### config.mk
export PLATFORM = sky130hd
export DESIGN_NAME = uart_rx_fifo
export DESIGN_NICKNAME = d
export VERILOG_FILES = /design/src/rtl/uart_rx_fifo.sv
export SDC_FILE = /design/constraint.sdc
export NUM_CORES = 1
export LEC_CHECK = 0
export CAP_MARGIN = 20
export CORE_ASPECT_RATIO = 1.4
export CORE_MARGIN = 2
export CORE_UTILIZATION = 50
export DETAILED_ROUTE_END_ITERATION = 8
export PLACE_DENSITY = 0.71
export SLEW_MARGIN = 20
export SYNTH_ARGS = -nofsm -noshare
export SYNTH_HDL_FRONTEND = slang
export SYNTH_SLANG_ARGS = --single-unit
### constraint.sdc
create_clock -name clk -period 8.8 [get_ports clk]
set_input_delay 2.64 -clock clk [delete_from_list [all_inputs] [get_ports clk]]
set_output_delay 2.64 -clock clk [all_outputs]
set_load 0.02 [all_outputs]
### src/rtl/uart_rx_fifo.sv
// Receive buffer behind the UART receiver: queues {parity_error, rx_data} characters,
// tracks level/full/empty, a sticky overflow flag and an rts_n handshake with hysteresis.
module uart_rx_fifo #(
    parameter int DEPTH  = 16,
    parameter int RTS_HI = 12,
    parameter int RTS_LO = 4
) (
    input  logic                     clk,
    input  logic                     rst,
    input  logic                     rx_done,
    input  logic [7:0]               rx_data,
    input  logic                     parity_error,
    input  logic                     rd_en,
    output logic [7:0]               rd_data,
    output logic                     rd_perr,
    output logic                     rd_valid,
    input  logic                     flush,
    input  logic                     ovf_clr,
    output logic                     empty,
    output logic                     full,
    output logic [$clog2(DEPTH):0]   level,
    output logic                     overflow,
    output logic                     rts_n
);

    localparam int AW = $clog2(DEPTH);
    localparam int LW = AW + 1;
    localparam logic [LW-1:0] LVL_FULL = LW'(DEPTH);
    localparam logic [LW-1:0] LVL_HI   = LW'(RTS_HI);
    localparam logic [LW-1:0] LVL_LO   = LW'(RTS_LO);

    logic [8:0]    mem_r [DEPTH];
    logic [AW-1:0] wr_ptr_r;
    logic [AW-1:0] rd_ptr_r;
    logic [LW-1:0] level_r;
    logic [7:0]    rd_data_r;
    logic          rd_perr_r;
    logic          rd_valid_r;
    logic          overflow_r;
    logic          rts_n_r;

    logic          empty_s;
    logic          full_s;
    logic          rd_acc_s;
    logic          wr_acc_s;
    logic          drop_s;

    // Accept decodes; flush suppresses both sides and never counts as a drop.
    always_comb begin
        empty_s  = (level_r == {LW{1'b0}});
        full_s   = (level_r == LVL_FULL);
        rd_acc_s = 1'b0;
        wr_acc_s = 1'b0;
        drop_s   = 1'b0;
        if (flush) begin
            rd_acc_s = 1'b0;
            wr_acc_s = 1'b0;
            drop_s   = 1'b0;
        end else begin
            rd_acc_s = rd_en & ~empty_s;
            wr_acc_s = rx_done & (~full_s | rd_acc_s);
            drop_s   = rx_done & full_s & ~rd_acc_s;
        end
    end

    // Character storage; contents need no reset because level gates every read.
    always_ff @(posedge clk) begin
        if (!rst && wr_acc_s) begin
            mem_r[wr_ptr_r] <= {parity_error, rx_data};
        end
    end

    // Pointers and occupancy counter.
    always_ff @(posedge clk) begin
        if (rst || flush) begin
            wr_ptr_r <= {AW{1'b0}};
            rd_ptr_r <= {AW{1'b0}};
            level_r  <= {LW{1'b0}};
        end else begin
            if (wr_acc_s) begin
                wr_ptr_r <= wr_ptr_r + {{(AW-1){1'b0}}, 1'b1};
            end
            if (rd_acc_s) begin
                rd_ptr_r <= rd_ptr_r + {{(AW-1){1'b0}}, 1'b1};
            end
            case ({wr_acc_s, rd_acc_s})
                2'b10:   level_r <= level_r + {{(LW-1){1'b0}}, 1'b1};
                2'b01:   level_r <= level_r - {{(LW-1){1'b0}}, 1'b1};
                default: level_r <= level_r;
            endcase
        end
    end

    // Read port: popped entry appears one cycle after the accepted request.
    always_ff @(posedge clk) begin
        if (rst) begin
            rd_data_r  <= 8'h00;
            rd_perr_r  <= 1'b0;
            rd_valid_r <= 1'b0;
        end else begin
            rd_valid_r <= rd_acc_s;
            if (rd_acc_s) begin
                {rd_perr_r, rd_data_r} <= mem_r[rd_ptr_r];
            end
        end
    end

    // Sticky overflow; a drop in the same cycle as a clear keeps it set.
    always_ff @(posedge clk) begin
        if (rst) begin
            overflow_r <= 1'b0;
        end else if (drop_s) begin
            overflow_r <= 1'b1;
        end else if (ovf_clr) begin
            overflow_r <= 1'b0;
        end else begin
            overflow_r <= overflow_r;
        end
    end

    // Flow control from the registered level, holding between the thresholds.
    always_ff @(posedge clk) begin
        if (rst) begin
            rts_n_r <= 1'b0;
        end else if (level_r >= LVL_HI) begin
            rts_n_r <= 1'b1;
        end else if (level_r <= LVL_LO) begin
            rts_n_r <= 1'b0;
        end else begin
            rts_n_r <= rts_n_r;
        end
    end

    assign rd_data  = rd_data_r;
    assign rd_perr  = rd_perr_r;
    assign rd_valid = rd_valid_r;
    assign empty    = empty_s;
    assign full     = full_s;
    assign level    = level_r;
    assign overflow = overflow_r;
    assign rts_n    = rts_n_r;

endmodule

# == Yosys cells after proc, flatten, opt, wreduce, memory -nomap -nowiden ==
# Memory sizes are Yosys's and may differ from the RTL's. A register that Yosys moved wholly into a read port is not among the register bits.
# Index checks and enable logic that the tools add are counted.
# classes
magnitude_cmp,2
reduce_logical,7
n_addsub,4
mux,10
n_bitwise,8
n_eq_ne,3
# op_table
op,n
5-bit case mux with 2 select lines,1
1-bit 2-to-1 mux,9
"4-bit by 1-bit adder with 4-bit output, second input constant",2
2-bit nonzero test,3
"5-bit by 1-bit adder with 5-bit output, second input constant",1
"5-bit == test, second input constant",1
"5-bit by 4-bit greater-or-equal comparator with 1-bit output, second input constant",1
"5-bit by 3-bit less-or-equal comparator with 1-bit output, second input constant",1
5-bit logical NOT,1
"5-bit by 1-bit subtractor with 5-bit output, second input constant",1
1-bit AND,4
1-bit inverter,3
"2-bit by 1-bit == test with 1-bit output, second input constant",1
"2-bit == test, second input constant",1
1-bit logical AND,1
1-bit logical NOT,1
1-bit logical OR,1
1-bit bitwise OR,1
# word_totals
reg_bits,16
ramBits,144
out_inout_bits,19
word_cells,41
mem_count,1
# mem_list
name,depth,width,rd,rd_ports_with_merged_regs,write_ports,line,text
mem_r,16,9,1,1,1,32,logic [8:0] mem_r [DEPTH];

# == Longest topological paths before layout ==
# depth
ltp_word,9
mapped_depth,11

# == Worst setup path after synthesis ==
# No wires, ideal clock.
# synth_path
path_type,input to register
from,input port rd_en
to,register level_r[4] (netlist: level[4])
t_required_ns,8.728
cell_stages,10
setup_slack_ns,4.120
n_path_buf,1
t_arrival_ns,4.608
path_cell_list,nor2b_1 > o21ai_4 > inv_2 > clkbuf_1 > ha_1 > ha_1 > a21o_1 > a21oi_1 > mux2i_1 > mux2i_1
# synth_lines
element,line,text
from (decl),13,"input logic rd_en,"
1-bit AND *,60,rd_acc_s = rd_en & ~empty_s;
1-bit 2-to-1 mux *,55,if (flush) begin
named net rd_acc_s,44,logic rd_acc_s;
2-bit by 1-bit == test with 1-bit output or 2-bit == test (tied branches),86,"case ({wr_acc_s, rd_acc_s})"
5-bit case mux with 2 select lines or 2-bit nonzero test (tied branches),-,
to (signal assigned),87,"2'b10: level_r <= level_r + {{(LW-1){1'b0}}, 1'b1};"
to (signal assigned),88,"2'b01: level_r <= level_r - {{(LW-1){1'b0}}, 1'b1};"
to (signal assigned),89,default: level_r <= level_r;
to (decl),35,logic [LW-1:0] level_r;
# Mark *: on every way through the listed nets, which the timed path passes. The rest lies on a longest branch.
# A chain may end at the register's enable or synchronous reset.

# == Worst setup path after layout ==
# layout_path
from,input port flush
to,register level_r[4] (netlist: level[4])
# layout_via
elab_chain_cells,3
# layout_rtl
element,line,text
from (decl),17,"input logic flush,"
1-bit 2-to-1 mux,55,
2-bit by 1-bit == test with 1-bit output or 2-bit == test (tied branches),86,
5-bit case mux with 2 select lines or 2-bit nonzero test (tied branches),-,
# Several ways; a longest one is shown, not always the timed one.

==> flow_summary.toml <==
[floorplan]
die-width_um = 102.1
die_y_um = 141.4
io_pins = 34
die_area_sq_um = 14440
num_rows = 50
core_sq_um = 13260
start_util_pct = 50.82

[clock_network]
cts_setup_buffers = 0
cts_tree = "yes"
clockRootBuffer = "clkbuf_16"
cts_buffers = 17
cts_resized = 0
clkSlewWorstSetupHoldPaths_ps = 60
hold_buffers = 0
clkLatencyLatePin_ps = 420
cts_max_level = 4
cts.sinks = 169
max-clock-path-buffers = 2

[power_and_ir_drop]
pwr_density_cell_nw_per_um2 = 210.4
cellLeakagePower_uw = 0.002484
ir_worst_vdd_mv = 0.1084

[sta]
fin_setup_tns_ps = 0
setup_viol = 0
worst_clock_skew_ps = 8.393
slew_headroom_pct = 27.80
worst_pin_slew_ps = 1079
rsz0062_at_grt = "false"
layout_min_cycle_time_ps = 5082
setup_ws_ps = 3718
slew_viol_final = 0
final_hold_viol_count = 0
max_freq_ghz = 0.1968
fin_crit_sh_pct = 57.75

[layout]
syn2layout_area_growth_pct = 15.87
drive_gt1_share_pct = 15.78
nets = 443
antenna_cells = 0

[job]
max-cap-violations = 0

[logic_synthesis]
netlist_instances = 383
synth_top_cell_by_area = "edfxtp_1"
synth.most_common_cell = "edfxtp_1"
synth_cell_type_count = 40
synth_area_per_cell_sq_um = 17.60
syn_nets = 408
synth_top_area_share_pct = 64.15
synth_area_leaders = "edfxtp_1, mux4_2, dfxtp_1, mux2i_1, nor2_1"
ys_seq_area_share_pct = 71.58
yosys_warnings = 0
synth-edff-count = 144
synthArstFlopShare_pct = 0
ys_ff_latch = 169
synth_common_cells = "edfxtp_1, nor2_1, mux4_2"
ys.flop_type = "edfxtp_1"
netlist_area_sq_um = 6740

[detailed_routing]
drt_iter0_drc = 232
wl_um = 13340
first_pass_iters = 4
routedWlPerCell_um = 21.75
vias_per_cell = 5.688
num_vias = 3487
drc = 0
drtAntennaViolNets = 0

[critical_path]
critical_path_buf_inv_count = 2
end_kind = "register"
startpoint_type = "input pin"
crit_fanout = 6
cp_data_arrival_time_ps = 5430
path_delay_family = "compound AO/OA/AOI/OAI gates"
setup.worst_path.class = "input pin to register"
cpMaxStageDelayCell = "clkdlybuf4s50_1"
crit_chain = "clkdlybuf4s50_1 > nand2b_1 > a21oi_1 > inv_1 > ha_1 > fa_1 > a21o_1 > a21oi_1 > mux2i_1 > mux2i_1"
crit_required_ps = 9140
max_stage_delay_ps = 470

[grt]
grt_overflow = 0
antenna_found_initial = 0
grt_max_degree = 45
grt_pass1_wl_um = 20590
grt_pass1_vias = 3638
grt_usage_pct = 19.84

[min_path]
hp-class = "register to register"

[status]
status = "finished clean"

[place]
hpwl_um = 8523
routabilityCongestion = 0.8165
numPortBuffers = 33
place_ws_ps = 3305
## metal layers
metal	vias up	global-route usage, %	part of all wire (%)
met5	-	0	0
met4	0	8.000	2.1
met3	18	4.138	4.3
met2	119	34.70	55
met1	1773	23.73	39
li1	1577	-	-
## state kept, by name, summed over array words and instances, names as in the netlist
| name | count |
|---|---|
| rd_perr | 1 |
| overflow | 1 |
| rd_data | 8 |
| level | 5 |
| rd_valid | 1 |
| mem_r | 144 |
| rd_ptr_r | 4 |
| rts_n | 1 |
| wr_ptr_r | 4 |
## worst min-delay path: stages, from the launching register on
cell,delay [ps]
dfxtp_1,310
o21ai_0,70
a21oi_1,60
## cell usage in the layout (no fill, tap or decap), types with 7 or more instances in the layout
master | netlist | layout
edfxtp_1 | 144 | 144
nor2_1 | 38 | 38
clkdlybuf4s50_1 | 0 | 33
mux4_2 | 30 | 30
mux2i_1 | 29 | 29
dfxtp_1 | 25 | 23
clkbuf_16 | 0 | 17
a21oi_1 | 10 | 10
ha_1 | 9 | 9
a211oi_1 | 7 | 7
## per-stage QoR
stage               hold WS [ps]  cells  total power [uW]  util (%)  area [sq um]
floorplan                  533.4    383             908.1         -          6740
global placement           457.7    581             930.6     54.51          7229
detailed placement         477.0    581             932.2     54.51          7229
CTS                        486.5    613              1651     58.87          7807
global route               540.5    613              1683     58.89          7810
finish                     485.1    613              1643     58.89          7810
## power breakdown
part	internal (uW)	switching, uW
clock	423	306
combinational	15.8	24.6
sequential	871	3.21
total	1310	334
## logic make-up (layout without fill, tap and decap cells)
kind of cell	count (synthesis)	count (layout)	share of synthesized area [%]
AO/OA/AOI/OAI	46	46	4.919
XOR/XNOR	8	8	1.040
adder cells (fa/ha/maj)	10	10	1.968
buffers and inverters	25	73	1.615
flip-flops	169	169	71.58
multiplexers	59	59	14.33
AND/OR/NAND/NOR	66	66	4.548
## layout make-up
type	count	area [sq um]
tap	182	227.7
timing repair buffer	35	345.3
clock inverter	12	141.4
clock buffer	20	436.7
multi-input combinational	189	1807
inverter	6	22.52
fill	1025	5453
sequential	169	4830
## path summary, 6_finish.rpt
check                              from                    end  slack [ps]  cells past startpoint
setup / recovery                  flush  level[4]$_SDFFE_PP0P_        3720                     10
hold / removal       rts_n$_SDFFE_PP0P_     rts_n$_SDFFE_PP0P_         490                      2
setup reg to reg  level[0]$_SDFFE_PP0P_  level[4]$_SDFFE_PP0P_        5570                      9
hold reg to reg      rts_n$_SDFFE_PP0P_     rts_n$_SDFFE_PP0P_         490                      2
Note: power is estimated with default switching activity, not from simulation.
